[src/rtl/playfield_ram_arbiter.sv]
// Single-port arbiter for the 10x20 Tetris playfield RAM. Video reads have top
// priority, then the clear-all sequencer, then two round-robin game ports.
module playfield_ram_arbiter #(
    parameter int CELLS     = 200,
    parameter int ADDR_W    = 8,
    parameter int DATA_W    = 3,
    parameter int CLR_VALUE = 0
) (
    input  logic                  CLOCK_50,
    input  logic                  reset,
    input  logic                  vid_req,
    input  logic [ADDR_W-1:0]     vid_addr,
    output logic [DATA_W-1:0]     vid_rdata,
    output logic                  vid_rvalid,
    input  logic [1:0]            gm_req,
    input  logic [1:0]            gm_we,
    input  logic [2*ADDR_W-1:0]   gm_addr,
    input  logic [2*DATA_W-1:0]   gm_wdata,
    output logic [1:0]            gm_gnt,
    output logic [DATA_W-1:0]     gm_rdata,
    output logic [1:0]            gm_rvalid,
    input  logic                  clr_start,
    output logic                  clr_busy,
    output logic                  clr_done,
    output logic [ADDR_W-1:0]     ram_addr,
    output logic                  ram_we,
    output logic [DATA_W-1:0]     ram_wdata,
    input  logic [DATA_W-1:0]     ram_rdata
);

    localparam logic [ADDR_W-1:0] LAST_CELL = ADDR_W'(CELLS - 1);

    typedef enum logic {IDLE, CLEAR} clr_state_t;

    clr_state_t        state_q, state_d;
    logic [ADDR_W-1:0] cnt_q, cnt_d;
    logic              done_d;
    logic              rr_q;
    logic              rd_oor_q;

    logic [ADDR_W-1:0] port_addr  [2];
    logic [DATA_W-1:0] port_wdata [2];
    logic              win;
    logic              any_gnt;
    logic              win_in_range;

    assign port_addr[0]  = gm_addr[0 +: ADDR_W];
    assign port_addr[1]  = gm_addr[ADDR_W +: ADDR_W];
    assign port_wdata[0] = gm_wdata[0 +: DATA_W];
    assign port_wdata[1] = gm_wdata[DATA_W +: DATA_W];

    // Port ownership: video > clear > game; everything idles to zero in reset.
    always_comb begin
        // NOTE: every output of this block gets a default first so no path can infer a latch.
        gm_gnt       = '0;
        ram_addr     = '0;
        ram_we       = 1'b0;
        ram_wdata    = '0;
        win          = rr_q;
        any_gnt      = 1'b0;
        win_in_range = 1'b0;
        if (!reset) begin
            if (vid_req) begin
                ram_addr = vid_addr;
            end else if (state_q == CLEAR) begin
                ram_addr  = cnt_q;
                ram_we    = 1'b1;
                ram_wdata = DATA_W'(CLR_VALUE);
            end else if (|gm_req) begin
                win          = gm_req[rr_q] ? rr_q : ~rr_q;
                any_gnt      = 1'b1;
                gm_gnt[win]  = 1'b1;
                win_in_range = (port_addr[win] <= LAST_CELL);
                ram_addr     = port_addr[win];
                ram_we       = gm_we[win] & win_in_range;
                ram_wdata    = port_wdata[win];
            end
        end
    end

    // Clear sequencer: the counter advances only on cycles it actually writes.
    always_comb begin
        state_d = state_q;
        cnt_d   = cnt_q;
        done_d  = 1'b0;
        case (state_q)
            IDLE: begin
                if (clr_start) begin
                    state_d = CLEAR;
                    cnt_d   = '0;
                end
            end
            CLEAR: begin
                if (!vid_req) begin
                    if (cnt_q == LAST_CELL) begin
                        state_d = IDLE;
                        cnt_d   = '0;
                        done_d  = 1'b1;
                    end else begin
                        cnt_d = cnt_q + 1'b1;
                    end
                end
            end
            default: state_d = IDLE;
        endcase
    end

    always_ff @(posedge CLOCK_50) begin
        // NOTE: state registers use non-blocking assignments so all flops update together.
        if (reset) begin
            state_q    <= IDLE;
            cnt_q      <= '0;
            clr_done   <= 1'b0;
            rr_q       <= 1'b0;
            rd_oor_q   <= 1'b0;
            vid_rvalid <= 1'b0;
            gm_rvalid  <= '0;
        end else begin
            state_q    <= state_d;
            cnt_q      <= cnt_d;
            clr_done   <= done_d;
            vid_rvalid <= vid_req;
            gm_rvalid  <= gm_gnt & ~gm_we;
            rd_oor_q   <= ~win_in_range;
            if (any_gnt) begin
                rr_q <= ~win;
            end
        end
    end

    assign clr_busy  = (state_q == CLEAR);
    assign vid_rdata = ram_rdata;
    assign gm_rdata  = rd_oor_q ? '0 : ram_rdata;

endmodule

[config.mk]
export PLATFORM = sky130hd
export DESIGN_NAME = playfield_ram_arbiter
export DESIGN_NICKNAME = d
export VERILOG_FILES = /design/src/rtl/playfield_ram_arbiter.sv
export SDC_FILE = /design/constraint.sdc
export NUM_CORES = 1
export LEC_CHECK = 0
export CAP_MARGIN = 20
export CORE_UTILIZATION = 55
export DETAILED_ROUTE_END_ITERATION = 6
export DONT_BUFFER_PORTS = 1
export GPL_ROUTABILITY_DRIVEN = 0
export PLACE_DENSITY_LB_ADDON = 0.05
export RECOVER_POWER = 100
export SYNTH_ARGS = -nofsm -noshare
export SYNTH_HDL_FRONTEND = slang
export SYNTH_SLANG_ARGS = --single-unit
[constraint.sdc]
create_clock -name CLOCK_50 -period 1.8 [get_ports CLOCK_50]
set_input_delay 0.36 -clock CLOCK_50 [delete_from_list [all_inputs] [get_ports CLOCK_50]]
set_output_delay 0.36 -clock CLOCK_50 [all_outputs]
set_load 0.01 [all_outputs]
# Word-level counts from Yosys, hierarchy flattened
# Index checks and enable logic that the tools add are counted.
# Widths: inputs -> output; s select.
word_totals:
  ff_bits: 15
  inputBits: 41
  output_inout_bits: 25
  wordCells: 79
classes:
  addsub: 1
  order_cmp: 5
  eq_ne: 3
  mux: 51
  n_bitwise: 8
  n_reduce_logical: 4
ops:
  columns: ["operator", "n"]
  rows:
  - ["$mux 8", 10]
  - ["$mux 1", 26]
  - ["$mux 3", 8]
  - ["$pmux 8 s2", 1]
  - ["$add 8x1->8 const B", 1]
  - ["$eq 8x8->1 const B", 1]
  - ["$le 8x8->1 const B", 1]
  - ["$mux 2", 4]
  - ["$lt 1x2->1 const B", 2]
  - ["$ne 2x2->1 const B", 2]
  - ["$not 1->1", 4]
  - ["$reduce_or 3->1", 1]
  - ["$and 2x2->2", 1]
  - ["$ge 2x2->1 const B", 1]
  - ["$not 1->2", 1]
  - ["$not 2->2", 1]
  - ["$pmux 1 s2", 1]
  - ["$reduce_and 2->1", 1]
  - ["$reduce_or 2->1", 1]
  - ["$and 1x1->1", 1]
  - ["$demux 1 s1", 1]
  - ["$ge 1x1->1 const B", 1]
  - ["$logic_and 1x1->1", 1]

# Longest topological paths before layout
depth:
  ltp_word: 13
  ltp_mapped: 5
  ltp_nobuf: 5

# Least setup slack after synthesis
# No wires, ideal clock.
synth_path:
  path_type: "reg-to-output"
  startpoint: "reg state_q, in the netlist clr_busy"
  endpoint: "out ram_wdata[0]"
  arrival_time_ns: 1.483
  t_required_ns: 1.440
  slack_ns: -0.043
  path_stages_with_launch: 5
  cell_sequence: "dfxtp_1 -> or4_1 -> buf_2 -> nor2b_2 -> a22o_1"
synth_between:
  elab_chain_cells: 3
synth_lines:
  columns: ["item", "line_no", "text"]
  rows:
  - ["from (decl)", "35", "clr_state_t state_q, state_d;"]
  - ["from (signal assigned)", "119", "state_q <= state_d;"]
  - ["$mux 3", "65", "end else if (state_q == CLEAR) begin"]
  - ["$mux 3", "63", "if (vid_req) begin"]
  - ["$mux 3", "62", "if (!reset) begin"]
  - ["to (decl)", "27", "output logic [DATA_W-1:0] ram_wdata,"]
# Every way passes these cells.

# Worst setup path after layout
layout_path:
  startpoint: "reg state_q, in the netlist clr_busy"
  endpoint: "out ram_addr[5]"
layout_between:
  elab_chain_cells: 3
layout_lines:
  columns: ["item", "line_no", "text"]
  rows:
  - ["$mux 8", "65", null]
  - ["$mux 8", "63", null]
  - ["$mux 8", "62", null]
  - ["to (decl)", "25", "output logic [ADDR_W-1:0] ram_addr,"]
# Every way passes these cells.

==> reports/results.tsv <==
stage	metric	value	unit
drt	via_per_inst	6.55	
global_routing	grt_overflow	0	
run_status	violations	setup timing	
logic_synthesis	ys_seq_area_share	27.9	%
pwr	vdd_drop_max	0.517	mV
drt	num_vias	1120	
global_routing	grt_max_degree	25	
drt	wl_met2	1520	um
sta	max_clock_freq	517	MHz
layout	final_nets	189	
clock_network	root_buffer	clkbuf_4	
logic_synthesis	ys_ff_latch	15	
global_routing	grt_pass1_vias	928	
sta	fin_ws	-0.133	ns
logic_synthesis	synth_top_family_by_area	simple AND/OR/NAND/NOR gates	
critical_path	crit_buf_inv	2	
placed_design	place_hpwl	1980	um
placed_design	placed_cell_area	1110	um^2
layout	fillers	142	
clock_network	numCtsBuffers	3	
logic_synthesis	ys_types	39	
logic_synthesis	ys_warn_count	0	
sta	final-max-slew-violation-count	0	
drt	wirelength	3050	um
clock_network	clk-insertion-delay-late	0.29	ns
drt	first_pass_iters	4	
placed_design	port_buffers	0	
pwr	power_leakage	0.445	nW
sta	tightest_slew	0.483	ns
drt	drc	0	
run_status	status	complete, but fails checks	
logic_synthesis	synth_compound_area_share	27.1	%
critical_path	cp_max_fo	7	
logic_synthesis	synth_area	1070	um^2
global_routing	grt_pass1_wl	4110	um
clock_network	h-tree-depth	1	
critical_path	cpPeakStageDelay	0.51	ns
sta	period_share	107	%
logic_synthesis	async_flop_share	0	%
sta	rsz0062_at_grt	true	
die	ios	66	
critical_path	cp-start-kind	register	
pwr	p_total	748	uW
drt	drt-initial-drc-count	34	
sta	setup_tns	-0.973	ns
sta	slew_headroom	67.4	%
logic_synthesis	synthFlopType	dfxtp_1	
logic_synthesis	synth-edff-count	0	
logic_synthesis	muxShareOfSynthArea	8.38	%
sta	finalHoldWorstSlack	0.128	ns
clock_network	cts_tree	built	
sta	setup-violations-final	11	
die	placementRows	15	
drt	wl_per_cell	17.8	um
clock_network	cts.sinks	15	
logic_synthesis	synth-adder-area-share	1.16	%
drt	highest_layer	met4	
die	die_y	46.2	um
drt	met1_length	1200	um
logic_synthesis	syn_area_per_cell	7.52	um^2
run	cap_violations	0	
critical_path	crit_family	simple AND/OR/NAND/NOR gates	
critical_path	worstPathArrival	1.57	ns
layout	synthToLayoutAreaGrowth	22.0	%
die	start_util	60.3	%
layout	drive_gt1_share	22.6	%
worst_hold_path	holdCritPathClass	in2reg	
die	die_area	2130	um^2
pwr	p_per_area	571	nW/um^2
layout	layout_common_cells	nand2_1, nor2_1, dfxtp_1	
drt	dr_wl_met3	276	um
die	chipWidth	46.2	um
critical_path	critPathKind	reg2out	
layout	diodes	0	
clock_network	path_clk_slew	0.10	ns
critical_path	critPathCaptureType	primary output	
sta	finalHoldViolCount	0	
global_routing	antenna_found_initial	0	
global_routing	grt_use_total	27.1	%
drt	ant_nets	0	
logic_synthesis	synth_simple_gate_area_share	29.7	%
critical_path	required	1.44	ns
sta	final.min_clock_period	1.93	ns
clock_network	clock_path_buffers	2	
die	coreArea	1780	um^2
logic_synthesis	syn_inst	143	
logic_synthesis	synth_xor_xnor_area_share	0	%
logic_synthesis	synth_nets	185	
sta	finClkSkew	0.000825	ns
critical_path	slowest_stage	or4_4	
layout	fin_area	1310	um^2
critical_path	path_cells	or4_4 -> buf_6 -> o22ai_2 -> buf_4	
==> final cells by class <==
| cell class | instances | area [um^2] | area share (%) |
|---|---|---|---|
| clock buffer | 3 | 22.5 | 1.72 |
| tap | 25 | 31.3 | 2.39 |
| sequential | 15 | 303 | 23.1 |
| multi-input combinational | 116 | 833 | 63.5 |
| clock inverter | 1 | 7.51 | 0.573 |
| inverter | 1 | 3.75 | 0.286 |
| timing repair buffer | 10 | 110 | 8.40 |
==> power breakdown <==
part / internal [mW] / leakage (nW) / switching [mW]
combinational: 0.101 / 0.309 / 0.0959
sequential: 0.341 / 0.123 / 0.00767
clock: 0.0845 / 0.0139 / 0.118
total: 0.527 / 0.445 / 0.221
==> cells by family (layout without fill, tap and decap cells) <==
group | Yosys count | in the layout
DFF | 15 | 15
muxes | 9 | 9
buffers and inverters | 12 | 15
AOI/OAI and AO/OA | 44 | 44
adders and majority gates | 1 | 1
and+or+nand+nor | 62 | 62
==> synth_stat cells (3+ instances only) <==
library cell | instances | area share, %
nor2b_1 | 7 | 4.1
dfxtp_1 | 15 | 28
mux2i_1 | 9 | 8.4
nor3_1 | 5 | 2.3
buf_4 | 4 | 2.8
nand2_1 | 15 | 5.2
nor2_1 | 15 | 5.2
nand2b_1 | 3 | 1.7
nand3_1 | 5 | 2.3
clkbuf_1 | 6 | 2.1
o22ai_1 | 8 | 4.7
a21oi_1 | 13 | 6.1
a22o_1 | 3 | 2.4
a31oi_1 | 3 | 1.7
==> registers in the layout, indices dropped and copies added, names as in the netlist <==
register and cells:
gm_rvalid 2, vid_rvalid 1, rd_oor_q 1, rr_q 1, clr_busy 1, cnt_q 8, clr_done 1
==> worst register-to-register path, delay by kind of cell (launching register included) <==
family	cells	cell delay, ns
AO/OA/AOI/OAI	3	0.77
flip-flops	1	0.36
adder cells (fa/ha/maj)	1	0.24
AND/OR/NAND/NOR	1	0.19
==> per-layer routing <==
layer,global-route usage [%],vias up
met1,34.7,509
met3,5.49,7
met2,45.9,68
li1,-,536
met4,7.06,0
met5,0,-
==> per-stage QoR <==
| step | util [%] | setup WS (ns) | std cells |
|---|---|---|---|
| 2_1_floorplan | - | 0.0220 | 143 |
| 3_3_place_gp | 62.5 | 0.0725 | 164 |
| 3_5_place_dp | 62.5 | 0.0529 | 164 |
| 4_1_cts | 70.0 | -0.102 | 170 |
| 5_1_grt | 73.5 | -0.161 | 171 |
| 6_report | 73.5 | -0.133 | 171 |
==> repair_timing <==
item | CTS | global route
pin swaps | 4 | 2
buffers inserted | 2 | 1
setup endpoints to repair | 13 | 14
resized for setup | 18 | 10
hold buffers | 0 | 0
hold endpoints to repair | 0 | 0
==> worst paths after layout <==
path | slack [ns] | cells after the start | startpoint | to
worst max-delay path | -0.13 | 4 | clr_busy | ram_addr[5]
worst min-delay path | 0.13 | 1 | gm_we[0] | gm_rvalid[0]
worst max register to register | 0.19 | 5 | cnt_q[0] | cnt_q[7]
worst min register to register | 0.48 | 2 | rr_q | rr_q
No activity file was read; power rests on OpenSTA's default activity.
